[config.mk]
export PLATFORM = sky130hd
export DESIGN_NAME = count_sequencer
export DESIGN_NICKNAME = d
export VERILOG_FILES = /design/src/rtl/count_sequencer.sv
export SDC_FILE = /design/constraint.sdc
export NUM_CORES = 1
export LEC_CHECK = 0
export BUFFER_PORTS_ARGS = -buffer_cell sky130_fd_sc_hd__buf_2
export CAP_MARGIN = 15
export CORE_AREA = 5 5 93 78
export DETAILED_ROUTE_END_ITERATION = 10
export DIE_AREA = 0 0 98 83
export GPL_TIMING_DRIVEN = 0
export PLACE_DENSITY_LB_ADDON = 0.08
export REMOVE_ABC_BUFFERS = 1
export SLEW_MARGIN = 15
export SYNTH_ARGS = -nofsm -noshare
export SYNTH_HDL_FRONTEND = slang
export SYNTH_SLANG_ARGS = --single-unit
[constraint.sdc]
create_clock -name clk -period 1.95 [get_ports clk]
set_input_delay 0.0975 -clock clk [delete_from_list [all_inputs] [get_ports clk]]
set_output_delay 0.0975 -clock clk [all_outputs]
set_load 0.005 [all_outputs]
[src/rtl/count_sequencer.sv]
// Stopwatch run controller: button synchronizers, IDLE/RUN/PAUSE/DONE sequencing,
// count prescaler and lap-hold display mux for an external up-counter.
module count_sequencer #(
  parameter int WIDTH = 16,
  parameter int DIV   = 50000000
) (
  input  logic             clk,
  input  logic             clear,
  input  logic             start_btn,
  input  logic             lap_btn,
  input  logic             clr_btn,
  input  logic [WIDTH-1:0] limit,
  input  logic [WIDTH-1:0] count_val,
  output logic             cnt_en,
  output logic             cnt_clr,
  output logic [WIDTH-1:0] disp_val,
  output logic             running,
  output logic             done
);

  localparam int PW = $clog2(DIV);
  localparam logic [PW-1:0] PRESC_MAX  = PW'(DIV - 1);
  localparam logic [PW-1:0] PRESC_ZERO = PW'(0);
  localparam logic [PW-1:0] PRESC_ONE  = PW'(1);

  localparam logic [1:0] IDLE  = 2'd0;
  localparam logic [1:0] RUN   = 2'd1;
  localparam logic [1:0] PAUSE = 2'd2;
  localparam logic [1:0] DONE  = 2'd3;

  logic [2:0]       start_sync_r, lap_sync_r, clr_sync_r;
  logic             start_p_r, lap_p_r, clr_p_r;
  logic [1:0]       state_r, state_s;
  logic [PW-1:0]    presc_r, presc_s;
  logic             hold_r, hold_s;
  logic [WIDTH-1:0] lap_r, lap_s;
  logic             cnt_clr_r;
  logic             tick_s, at_limit_s;

  // Two-stage synchronizers plus a registered rising-edge pulse per button.
  always_ff @(posedge clk or negedge clear) begin
    if (!clear) begin
      start_sync_r <= 3'b000;
      lap_sync_r   <= 3'b000;
      clr_sync_r   <= 3'b000;
      start_p_r    <= 1'b0;
      lap_p_r      <= 1'b0;
      clr_p_r      <= 1'b0;
    end else begin
      start_sync_r <= {start_sync_r[1:0], start_btn};
      lap_sync_r   <= {lap_sync_r[1:0], lap_btn};
      clr_sync_r   <= {clr_sync_r[1:0], clr_btn};
      start_p_r    <= start_sync_r[1] & ~start_sync_r[2];
      lap_p_r      <= lap_sync_r[1] & ~lap_sync_r[2];
      clr_p_r      <= clr_sync_r[1] & ~clr_sync_r[2];
    end
  end

  assign at_limit_s = (count_val == limit);
  assign tick_s     = (state_r == RUN) && (presc_r == PRESC_MAX);

  // Next-state logic; clear beats start beats lap, losers in the same cycle are dropped.
  always_comb begin
    state_s = state_r;
    presc_s = presc_r;
    hold_s  = hold_r;
    lap_s   = lap_r;
    if (clr_p_r) begin
      state_s = IDLE;
      presc_s = PRESC_ZERO;
      hold_s  = 1'b0;
    end else begin
      case (state_r)
        IDLE: begin
          presc_s = PRESC_ZERO;
          if (start_p_r) begin
            state_s = at_limit_s ? DONE : RUN;
          end else begin
            state_s = IDLE;
          end
        end
        RUN: begin
          presc_s = tick_s ? PRESC_ZERO : (presc_r + PRESC_ONE);
          if (at_limit_s) begin
            state_s = DONE;
            hold_s  = 1'b0;
          end else if (start_p_r) begin
            state_s = PAUSE;
          end else if (lap_p_r) begin
            hold_s = ~hold_r;
            lap_s  = hold_r ? lap_r : count_val;
          end else begin
            state_s = RUN;
          end
        end
        PAUSE: begin
          if (start_p_r) begin
            state_s = RUN;
          end else if (lap_p_r) begin
            hold_s = ~hold_r;
            lap_s  = hold_r ? lap_r : count_val;
          end else begin
            state_s = PAUSE;
          end
        end
        DONE: begin
          hold_s = 1'b0;
        end
        default: begin
          state_s = IDLE;
          presc_s = PRESC_ZERO;
          hold_s  = 1'b0;
        end
      endcase
    end
  end

  // Controller state registers; cnt_clr is the registered clear pulse.
  always_ff @(posedge clk or negedge clear) begin
    if (!clear) begin
      state_r   <= IDLE;
      presc_r   <= PRESC_ZERO;
      hold_r    <= 1'b0;
      lap_r     <= {WIDTH{1'b0}};
      cnt_clr_r <= 1'b0;
    end else begin
      state_r   <= state_s;
      presc_r   <= presc_s;
      hold_r    <= hold_s;
      lap_r     <= lap_s;
      cnt_clr_r <= clr_p_r;
    end
  end

  assign cnt_en   = tick_s & ~at_limit_s;
  assign cnt_clr  = cnt_clr_r;
  assign disp_val = hold_r ? lap_r : count_val;
  assign running  = (state_r == RUN);
  assign done     = (state_r == DONE);

endmodule

# Word level (Yosys, flattened, before mapping)
# Cells that the tools add are included.
dict set report op_classes {
  addsub 1
  eq_ne 8
  muxes 22
  bitwise 10
  n_reduce_logical 8
}
# cell n
set ops {}
lappend ops {{2-to-1 mux 16 bit} 4}
lappend ops {{2-to-1 mux 26 bit} 2}
lappend ops {{one-hot mux 26 bit (2 select lines)} 1}
lappend ops {{one-hot mux 16 bit (2 select lines)} 1}
lappend ops {{adder 26 x 1 -> 26 bit, second input constant} 1}
lappend ops {{== test 26 bit, second input constant} 1}
lappend ops {{== test 16 bit} 1}
lappend ops {{2-to-1 mux 2 bit} 8}
lappend ops {{nonzero test 4 bit} 2}
lappend ops {{inverter 1 bit} 6}
lappend ops {{one-hot mux 2 bit (3 select lines)} 1}
lappend ops {{AND reduction 3 bit} 2}
lappend ops {{inequality test 5 x 3 -> 1 bit, second input constant} 1}
lappend ops {{AND 1 bit} 4}
lappend ops {{== test 2 bit, second input constant} 2}
lappend ops {{2-to-1 mux 1 bit} 4}
lappend ops {{inequality test 4 bit, second input constant} 1}
lappend ops {{one-hot mux 1 bit (3 select lines)} 1}
lappend ops {{nonzero test 3 bit} 1}
lappend ops {{== test 2 x 1 -> 1 bit, second input constant} 1}
lappend ops {{logical NOT 2 bit} 1}
lappend ops {{inequality test 2 bit, second input constant} 1}
lappend ops {{nonzero test 2 bit} 1}
lappend ops {{logical AND 1 bit} 1}
dict set report totals {
  register_bits 58
  in_bits 37
  output_inout_bits 20
  wordCells 60
}

# Depth between registers and ports, before layout
# Gate-level depths: netlist of the first run.
dict set report depth {
  depth_word 6
  ltp_mapped 8
  mapped_depth_nobuf 7
}

# Worst setup path after synthesis of the first run
# OpenSTA, ideal clock, no wires.
dict set report synth_timing {
  path_type {register -> register}
  start {reg state_r[1]}
  end {reg lap_r[0]}
  setup_ns 0.128
  arrival_time_ns 1.880
  t_required_ns 1.822
  path_slack_ns -0.057
  stages_incl_launch_ff 8
  path_buffers 2
  period_less_slack_ns 2.007
  path_cell_list {dfrtp_1 -> inv_1 -> ha_1 -> clkbuf_1 -> o21ai_1 -> a21oi_2 -> buf_2 -> mux2_1}
}
dict set report synth_between {
  elab_chain_len 3
  word_cells_on_any_way 6
  cone_classes {3 x eq/ne; 1 x mux; 2 x reduce/logical}
}
# element line_no
set synth_lines {}
lappend synth_lines {{start, declared} 33} ;# logic [1:0] state_r, state_s;
lappend synth_lines {{start signal, assigned} 127} ;# state_r <= state_s;
lappend synth_lines {{== test 2 x 1 -> 1 bit *} n/a}
lappend synth_lines {{named net running} 17} ;# output logic running,
lappend synth_lines {{inequality test 2 bit (no line) or nonzero test 2 bit (tied branches)} n/a}
lappend synth_lines {{AND reduction 3 bit (no line)} n/a}
lappend synth_lines {{end signal, assigned} 124} ;# lap_r <= {WIDTH{1'b0}};
lappend synth_lines {{end signal, assigned} 130} ;# lap_r <= lap_s;
lappend synth_lines {{end, declared} 36} ;# logic [WIDTH-1:0] lap_r, lap_s;
# Mark *: on every way through the listed nets, which the timed path passes. The rest lies on a longest branch.
# A chain may end at the register's enable or synchronous reset.

# Final worst setup path of the first run
dict set report layout_timing {
  start {reg presc_r[15]}
  end {out cnt_en}
}
dict set report layout_between {
  elab_chain_len 3
}
# element line_no
set layout_lines {}
lappend layout_lines {{start, declared} 34} ;# logic [PW-1:0] presc_r, presc_s;
lappend layout_lines {{start signal, assigned} 128} ;# presc_r <= presc_s;
lappend layout_lines {{== test 26 bit} 60} ;# assign tick_s = (state_r == RUN) && (presc_r == PRESC_MAX);
lappend layout_lines {{logical AND 1 bit} 60}
lappend layout_lines {{AND 1 bit} 135} ;# assign cnt_en = tick_s & ~at_limit_s;
lappend layout_lines {{end, declared} 14} ;# output logic cnt_en,
# No other way between the ends.

==> results.cfg, run 1 <==
[synthesis]
synthSimpleGateAreaFrac = 0.180
synth_warnings = 0
ys_seq_elements = 58
synth-compound-area-share = 0.0574
syn-mean-instance-area_sq_um = 10.9
async_flop_share = 1.00
synthMuxAreaShare = 0.131
yosys_most_used_dff = dfrtp_1
syn_inst = 276
synth_edf_count = 0
ys_seq_area_frac = 0.483
syn_area_sq_um = 3010
synthAdderAreaFrac = 0.0208
synth_top_family_by_area = simple AND/OR/NAND/NOR gates
netlist-cell-type-count = 42
synth_xor_area_frac = 0.105

[final_layout]
area_delta_synth_final_pct = 37.3
drive_gt1_frac = 0.444
fillers = 490
fin_nets = 415
diodes = 0

[sta]
final_hold_viol_count = 0
finalCritPeriodShare = 1.03
min_period_ps = 2010
final_max_slew_viol_count = 0
worst_slew_pin_slew_ps = 750
whs_ps = 145
slew_headroom = 0.500
finalSetupViolations = 2
skew_ps = 10.3
fin_ws_ps = -63.9
rsz0062_at_grt = true
max_freq_ghz = 0.497

[floorplan]
core-area_sq_um = 6210
ios = 57
initial_core_util = 0.484
die-area_sq_um = 8130
num_rows = 26
die_w_um = 98
dieHeight_um = 83

[global_route]
overflow = 0
grtUsageMet2 = 0.243
use_met1 = 0.234
antenna_found_initial = 0
grt_pass1_vias = 2315
grt_max_degree = 59
grtUsageTotal = 0.169
busiest_layer = met2
grt_pass1_wl_um = 11100
use_met3 = 0.0603

[placed_design]
numPortBuffers = 56
gp_congestion = 0.755
place_hpwl_um = 4220

[clock_network]
insertion_delay_ps = 340
cts_buffer_depth = 2
root_buffer = clkbuf_8
htree_levels = 3
clock_sink_count = 58
path_clk_slew_ps = 60
numCtsBuffers = 9
tritoncts = built

[pwr]
p_leak_uw = 0.00180
power_uw = 3600
ir_drop_mv = 0.613
power.density_nw_per_um2 = 871

[drt]
wl_per_cell_um = 15.0
drt-total-wl_um = 6920
viasPerCell = 5.18
ant_nets = 0
drc = 0
drtIter0Drc = 81
via_count = 2393
drt_pre_antenna_iters = 4

[run_status]
status = finished, violations left
violations = negative setup slack

[setup_path]
cp_max_fo = 3
cp_data_arrival_time_ps = 1920
endpoint_kind = primary output
critical_path_class = reg2out
worstSetupStartpointType = flip-flop
worstPathRequired_ps = 1850

[min_path]
hold_class = in2reg

[flow_run]
cap_violations = 0
cell usage in the layout, fill, tap and decap left out, types with 6 or more instances in the layout:
master     n
buf_4     32
xor2_1    23
dfrtp_2   11
xnor2_1   13
nor2_1    23
o21ai_1    6
buf_2     54
nor3_1     6
mux2_2    17
nand2_1   18
clkbuf_8  11
mux2_1    16
nor4_1     6
nand4_1    8
dfrtp_1   47
through the flow:
step	cells	instance area, sq um	setup WS [ps]	utilization	setup TNS, ps
after floorplan	266	2960	-220	-	-2710
after global placement	406	3340	-626	0.538	-17480
after detailed placement	406	3350	-639	0.539	-17890
after CTS	445	3900	-78.0	0.627	-99.6
after global routing	462	4130	-132	0.664	-849
final	462	4130	-63.9	0.664	-74.0
worst max-delay path, cell delays in order, from the launching register on:
cell and delay, ps:
dfrtp_1 380, and3_4 220, nand2_4 70, or3_4 350, nor4_4 240, and3_4 230, buf_6 90
final timing paths:
check / start / endpoint / slack (ps) / depth (start not counted)
hold reg to reg: start_sync_r[0]$_DFF_PN0_ / start_sync_r[1]$_DFF_PN0_ / 350 / 0
min in group asynchronous: clear / lap_r[7]$_DFFE_PN0P_ / 360 / 2
setup / recovery: presc_r[15]$_DFFE_PN0P_ / cnt_en / -60 / 6
max in group asynchronous: clear / presc_r[24]$_DFFE_PN0P_ / 1030 / 2
setup reg to reg: presc_r[1]$_DFFE_PN0P_ / presc_r[20]$_DFFE_PN0P_ / -10 / 8
hold / removal: count_val[13] / lap_r[13]$_DFFE_PN0P_ / 140 / 3
synth_stat cells (2+ instances only):
master / count / area share
nand4_1: 8 / 0.017
ha_1: 5 / 0.021
and3_1: 6 / 0.012
nand3_1: 5 / 0.0083
a21o_1: 3 / 0.0075
mux2_2: 18 / 0.067
xnor2_1: 13 / 0.038
nor2b_1: 5 / 0.010
buf_4: 2 / 0.0050
buf_2: 2 / 0.0033
clkbuf_1: 5 / 0.0062
mux2_1: 16 / 0.060
o21ai_0: 2 / 0.0033
inv_1: 6 / 0.0075
and4_1: 2 / 0.0058
and2_1: 2 / 0.0042
nor3_1: 9 / 0.015
nor2_1: 24 / 0.030
or3_1: 4 / 0.0083
dfrtp_1: 58 / 0.48
xor2_1: 23 / 0.067
nor4_1: 9 / 0.019
nand2_1: 20 / 0.025
a21oi_1: 5 / 0.0083
o21ai_1: 6 / 0.010
nor3b_1: 2 / 0.0050
logic make-up (layout without fill, tap and decap cells):
family                   count (synthesis)  after routing
AND/OR/NAND/NOR                        101            101
flip-flops                              58             58
XOR/XNOR                                36             36
multiplexers                            35             35
AO/OA/AOI/OAI                           25             25
buffers and inverters                   16            118
adder cells (fa/ha/maj)                  5              5
registers in the layout, indices dropped and copies added, names as in the netlist:
signal        cells
clr_sync_r        3
hold_r            1
cnt_clr           1
lap_r            16
clr_p_r           1
state_r           2
lap_p_r           1
start_p_r         1
start_sync_r      3
lap_sync_r        3
presc_r          26
layer usage:
metal | share of wire | wire length (um)
met1 | 0.48 | 3330
met2 | 0.46 | 3170
met3 | 0.047 | 328
met4 | 0.013 | 89
met5 | 0 | 0
report_power, final:
group          switching [uW]  internal [uW]  total, uW
logic                     309            375        684
registers                 115           1400       1520
clock network             476            919       1400
final cells by class:
class	instances	area [sq um]	area share
Tap cell	84	105	0.0255
Inverter	6	22.5	0.00546
Multi-Input combinational cell	202	1660	0.401
Clock buffer	12	155	0.0376
Clock inverter	4	97.6	0.0236
Timing Repair Buffer	96	627	0.152
Sequential cell	58	1470	0.355
timing repair:
| action | in CTS | in global routing |
|---|---|---|
| pin swaps | 11 | 20 |
| hold endpoints to repair | 61 | 0 |
| gates resized for setup | 27 | 28 |
| hold buffers | 4 | 0 |
| gates cloned | 0 | 0 |
| setup buffers | 19 | 17 |
| endpoints found under the setup margin | 43 | 30 |
No activity file was read; power rests on OpenSTA's default activity.
==> run 2, diff against run 1 <==
--- a/config.mk
+++ b/config.mk
@@ -11,7 +11,7 @@
 export DETAILED_ROUTE_END_ITERATION = 10
 export DIE_AREA = 0 0 98 83
 export GPL_TIMING_DRIVEN = 0
-export PLACE_DENSITY_LB_ADDON = 0.08
+export PLACE_DENSITY_LB_ADDON = 0.15
 export REMOVE_ABC_BUFFERS = 1
 export SLEW_MARGIN = 15
 export SYNTH_ARGS = -nofsm -noshare
==> run 2 against run 1 <==
Effect of this change: the flow still finishes with violations (negative setup slack); critical path depth stayed put; critical endpoint unchanged; worst setup slack better by 5.4 ps; maximum frequency is 0.27% higher; sequential share of layout area is 1.5 points higher; combinational power is 3.4% higher; non-clock buffer count is 9 lower.
==> results.cfg, run 2 (synthesis gave the netlist of run 1 again) <==
[final_layout]
final_common_cell = buf_2
mostFrequentLayoutCells = 55 x buf_2, 49 x dfrtp_1, 24 x buf_4, 23 x xor2_1, 23 x nor2_1
diodes = 0
finalCoreUtilization = 0.637
layout_top_registers = presc_r x26, lap_r x16
regMostFlops = presc_r
largest_reg_flops = 26
drive_gt1_frac = 0.419
area_delta_synth_final_pct = 31.7
fin_nets = 408

[sta]
min_period_ps = 2010
finalCritPeriodShare = 1.03
finalSetupViolations = 4
worst_slew_pin_slew_ps = 730
final_max_slew_viol_count = 0
final_hold_viol_count = 0
skew_ps = 10.3
whs_ps = 137
slew_headroom = 0.513
max_freq_ghz = 0.498
fin_ws_ps = -58.5
rsz0062_at_grt = true

[clock_network]
numCtsBuffers = 9
insertion_delay_ps = 350
htree_levels = 3
cts_buffer_depth = 2
tritoncts = built
path_clk_slew_ps = 60
root_buffer = clkbuf_8
clock_sink_count = 58

[min_path]
worstHoldEndpoint = lap_r[1]$_DFFE_PN0P_
whs_path_depth = 3
hp-start = count_val[1]
hold_class = in2reg

[pwr]
p_leak_uw = 0.00173
power.density_nw_per_um2 = 807
ir_drop_mv = 0.489
power_uw = 3200

[placed_design]
gp_congestion = 0.811
dpl_worst_slack_ps = -635
numPortBuffers = 56
place_hpwl_um = 4250

[setup_path]
reg2reg_depth = 7
crit_path_frequent_cell = nor4_4
timing.rr.start = state_r[1]$_DFFE_PN0P_
rrSetupSlack_ps = -50
cp_max_fo = 3
cp_data_arrival_time_ps = 1910
endpoint_kind = primary output
r2r-end = presc_r[25]$_DFFE_PN0P_
worstPathCellList = nor4_4, nand4_1, buf_4, nor4_4, and3_1, buf_2
cp_slowest_cell = dfrtp_2
worstPathRequired_ps = 1850
worstSetupStartpointType = flip-flop
critical_path_class = reg2out
cpPeakStageDelay_ps = 440

[floorplan]
core-area_sq_um = 6210
die_w_um = 98
die-area_sq_um = 8130
ios = 57
num_rows = 26
dieHeight_um = 83
initial_core_util = 0.484

[drt]
viasPerCell = 5.26
drt_pre_antenna_iters = 4
drc = 0
wl_per_cell_um = 15.4
drtIter0Drc = 132
via_count = 2387
drt-total-wl_um = 6980
ant_nets = 0

[global_route]
overflow = 0
grtUsageTotal = 0.171
grt_pass1_wl_um = 11200
antenna_found_initial = 0
grt_pass1_vias = 2293
grt_max_degree = 59

[flow_run]
cap_violations = 0

[run_status]
status = finished, violations left
violations = negative setup slack
## run 2: worst max-delay path by stage
stage,end,slack (ps),depth (start not counted),startpoint
final,cnt_en,-60,6,presc_r[8]$_DFFE_PN0P_
after global routing,cnt_en,-150,7,presc_r[1]$_DFFE_PN0P_
after CTS,cnt_en,-40,6,presc_r[1]$_DFFE_PN0P_
after detailed placement,presc_r[22]$_DFFE_PN0P_,-640,6,presc_r[0]$_DFFE_PN0P_
after global placement,presc_r[22]$_DFFE_PN0P_,-620,6,presc_r[0]$_DFFE_PN0P_
after floorplan,presc_r[25]$_DFFE_PN0P_,-220,7,state_r[1]$_DFFE_PN0P_
## run 2: cell type report
cell class / instances / area (sq um)
multi-input combinational: 204 / 1650
fill: 537 / 2250
sequential: 58 / 1460
clock inverter: 3 / 15.0
tap: 84 / 105
timing repair buffer: 87 / 549
clock buffer: 12 / 155
inverter: 6 / 22.5
## run 2: where the power goes
group	total, uW	internal [uW]	switching (uW)
logic	707	384	324
clock network	973	516	457
registers	1510	1400	115
total	3200	2300	895
## run 2: routing by layer
layer  track usage  wire length [um]  vias to the layer above
met5             0                 0                        -
met4        0.0642                97                        0
met3        0.0519               368                       10
met2         0.250              3150                       61
met1         0.239              3360                     1160
li1              -                 -                     1156
## run 2: per-stage QoR
step,TNS (ps),instance area [sq um],cells
global route,-770,3960,454
detailed placement,-17850,3350,406
floorplan,-2710,2960,266
finish,-178,3960,454
global placement,-17260,3340,406
CTS,-57.1,3770,442
## run 2: worst max-delay path, delay by kind of cell, from the launching register on
family                 cells  cell delay, ps
buffers and inverters      2             290
flip-flops                 1             440
AND/OR/NAND/NOR            4             830
## run 2: repair_timing
action	in CTS	in global routing
setup endpoints to repair	43	25
pin swaps	7	12
cloned	0	2
hold buffers	4	0
resized for setup	22	26
buffers inserted	17	10
hold endpoints to repair	61	0
==> run 3, diff against run 2 <==
--- a/config.mk
+++ b/config.mk
@@ -17,3 +17,4 @@
 export SYNTH_ARGS = -nofsm -noshare
 export SYNTH_HDL_FRONTEND = slang
 export SYNTH_SLANG_ARGS = --single-unit
+export TNS_END_PERCENT = 50
==> run 3 against run 2 <==
Effect of this change: the run still ends with negative setup slack left; combinational power is 5.8% lower; global-route usage hardly changed; design area is 1.5% lower; die area stayed put; routed wire length is 5.3% lower; critical path type is now reg2reg; critical endpoint is now presc_r[20]$_DFFE_PN0P_; highest routed layer unchanged.
==> results.cfg, run 3 (synthesis gave the netlist of run 1 again) <==
[drt]
ant_nets = 0
viasPerCell = 5.13
drt_pre_antenna_iters = 4
drc = 0
via_count = 2305
drtIter0Drc = 101
drt-total-wl_um = 6610
wl_per_cell_um = 14.7

[setup_path]
worstSetupStartpointType = flip-flop
cp_max_fo = 7
critical_path_class = reg2reg
cp_data_arrival_time_ps = 2250
r2r-end = presc_r[20]$_DFFE_PN0P_
rrSetupSlack_ps = -70
worstPathRequired_ps = 2180
reg2reg_depth = 7
timing.rr.start = presc_r[8]$_DFFE_PN0P_
endpoint_kind = flip-flop

[min_path]
hp-start = count_val[1]
hold_class = in2reg
whs_path_depth = 3
worstHoldEndpoint = lap_r[1]$_DFFE_PN0P_

[final_layout]
layout_top_registers = presc_r x26, lap_r x16
final_area_sq_um = 3900
fin_nets = 403
final_common_cell = buf_2
largest_reg_flops = 26
diodes = 0
regMostFlops = presc_r
area_delta_synth_final_pct = 29.7
stdcell_count = 449
mostFrequentLayoutCells = 55 x buf_2, 51 x dfrtp_1, 23 x xor2_1, 23 x nor2_1, 23 x buf_4
drive_gt1_frac = 0.397

[pwr]
power.density_nw_per_um2 = 806
ir_drop_mv = 0.489
power_uw = 3140
p_leak_uw = 0.00171

[sta]
rsz0062_at_grt = true
skew_ps = 7.25
fin_ws_ps = -70.5
min_period_ps = 2020
final_hold_viol_count = 0
max_freq_ghz = 0.495
slew_headroom = 0.513
finalSetupViolations = 15
finalCritPeriodShare = 1.04
final_max_slew_viol_count = 0
worst_slew_pin_slew_ps = 731
whs_ps = 139

[floorplan]
ios = 57
num_rows = 26
initial_core_util = 0.484
core-area_sq_um = 6210
die_w_um = 98
dieHeight_um = 83
die-area_sq_um = 8130

[global_route]
grt_max_degree = 59
grt_pass1_wl_um = 11200
overflow = 0
grtUsageTotal = 0.171
grt_pass1_vias = 2290
antenna_found_initial = 0

[placed_design]
placed_area_sq_um = 3350
placedCellCount = 406
dpl_worst_slack_ps = -635
gp_congestion = 0.811
place_hpwl_um = 4250
numPortBuffers = 56

[clock_network]
path_clk_slew_ps = 60
numCtsBuffers = 9
insertion_delay_ps = 340
clock_sink_count = 58
cts_buffer_depth = 2
htree_levels = 3
root_buffer = clkbuf_8
tritoncts = built

[flow_run]
cap_violations = 0

[run_status]
status = finished, violations left
violations = negative setup slack
run 3: changes by cell type in the layout (fill, tap and decap cells not counted), sizes merged:
cell,change
buf,-3
and2,-2
run 3: final cells by class:
type | instances | area [sq um]
well taps | 84 | 105
fillers | 547 | 2310
clock inverters | 3 | 15.0
clock buffers | 12 | 155
inverters | 6 | 22.5
flip-flops and latches | 58 | 1460
repair buffers | 84 | 519
multi-input cells | 202 | 1620
run 3: repair_timing:
| item | CTS | global route |
|---|---|---|
| hold buffers | 4 | 0 |
| pin swaps | 7 | 11 |
| setup buffers | 17 | 7 |
| gates cloned | 0 | 0 |
| hold endpoints to repair | 61 | 0 |
| setup endpoints to repair | 43 | 25 |
| gates resized for setup | 21 | 19 |
run 3: worst max path at each step:
| stage | start | slack, ps | end |
|---|---|---|---|
| final | presc_r[8]$_DFFE_PN0P_ | -70 | presc_r[20]$_DFFE_PN0P_ |
| after global routing | presc_r[1]$_DFFE_PN0P_ | -140 | presc_r[20]$_DFFE_PN0P_ |
| after CTS | presc_r[1]$_DFFE_PN0P_ | -40 | cnt_en |
| after detailed placement | presc_r[0]$_DFFE_PN0P_ | -640 | presc_r[22]$_DFFE_PN0P_ |
| after global placement | presc_r[0]$_DFFE_PN0P_ | -620 | presc_r[22]$_DFFE_PN0P_ |
| after floorplan | state_r[1]$_DFFE_PN0P_ | -220 | presc_r[25]$_DFFE_PN0P_ |
run 3: stage by stage:
step / TNS, ps / utilization
global placement: -17260 / 0.538
finish: -257 / 0.628
CTS: -62.7 / 0.607
detailed placement: -17850 / 0.539
global route: -2300 / 0.628
floorplan: -2710 / -
run 3: worst max-delay path, cell delays in order, from the launching register on:
cell     delay, ps
dfrtp_2        440
nor4_4         320
nand4_1        230
buf_4          200
o31ai_4        220
buf_6          170
o21ai_1         70
mux2_4         260
run 3: power breakdown:
| group | switching [uW] | total, uW | internal (uW) |
|---|---|---|---|
| logic | 303 | 666 | 362 |
| clock network | 447 | 963 | 516 |
| registers | 115 | 1520 | 1400 |
| total | 866 | 3140 | 2280 |
run 3: per-layer routing:
metal  track usage  up-vias  part of all wire
li1              -     1141                 -
met1         0.239     1117              0.49
met2         0.248       40              0.45
met3        0.0519        7             0.040
met4        0.0642        0             0.012
met5             0        -                 0
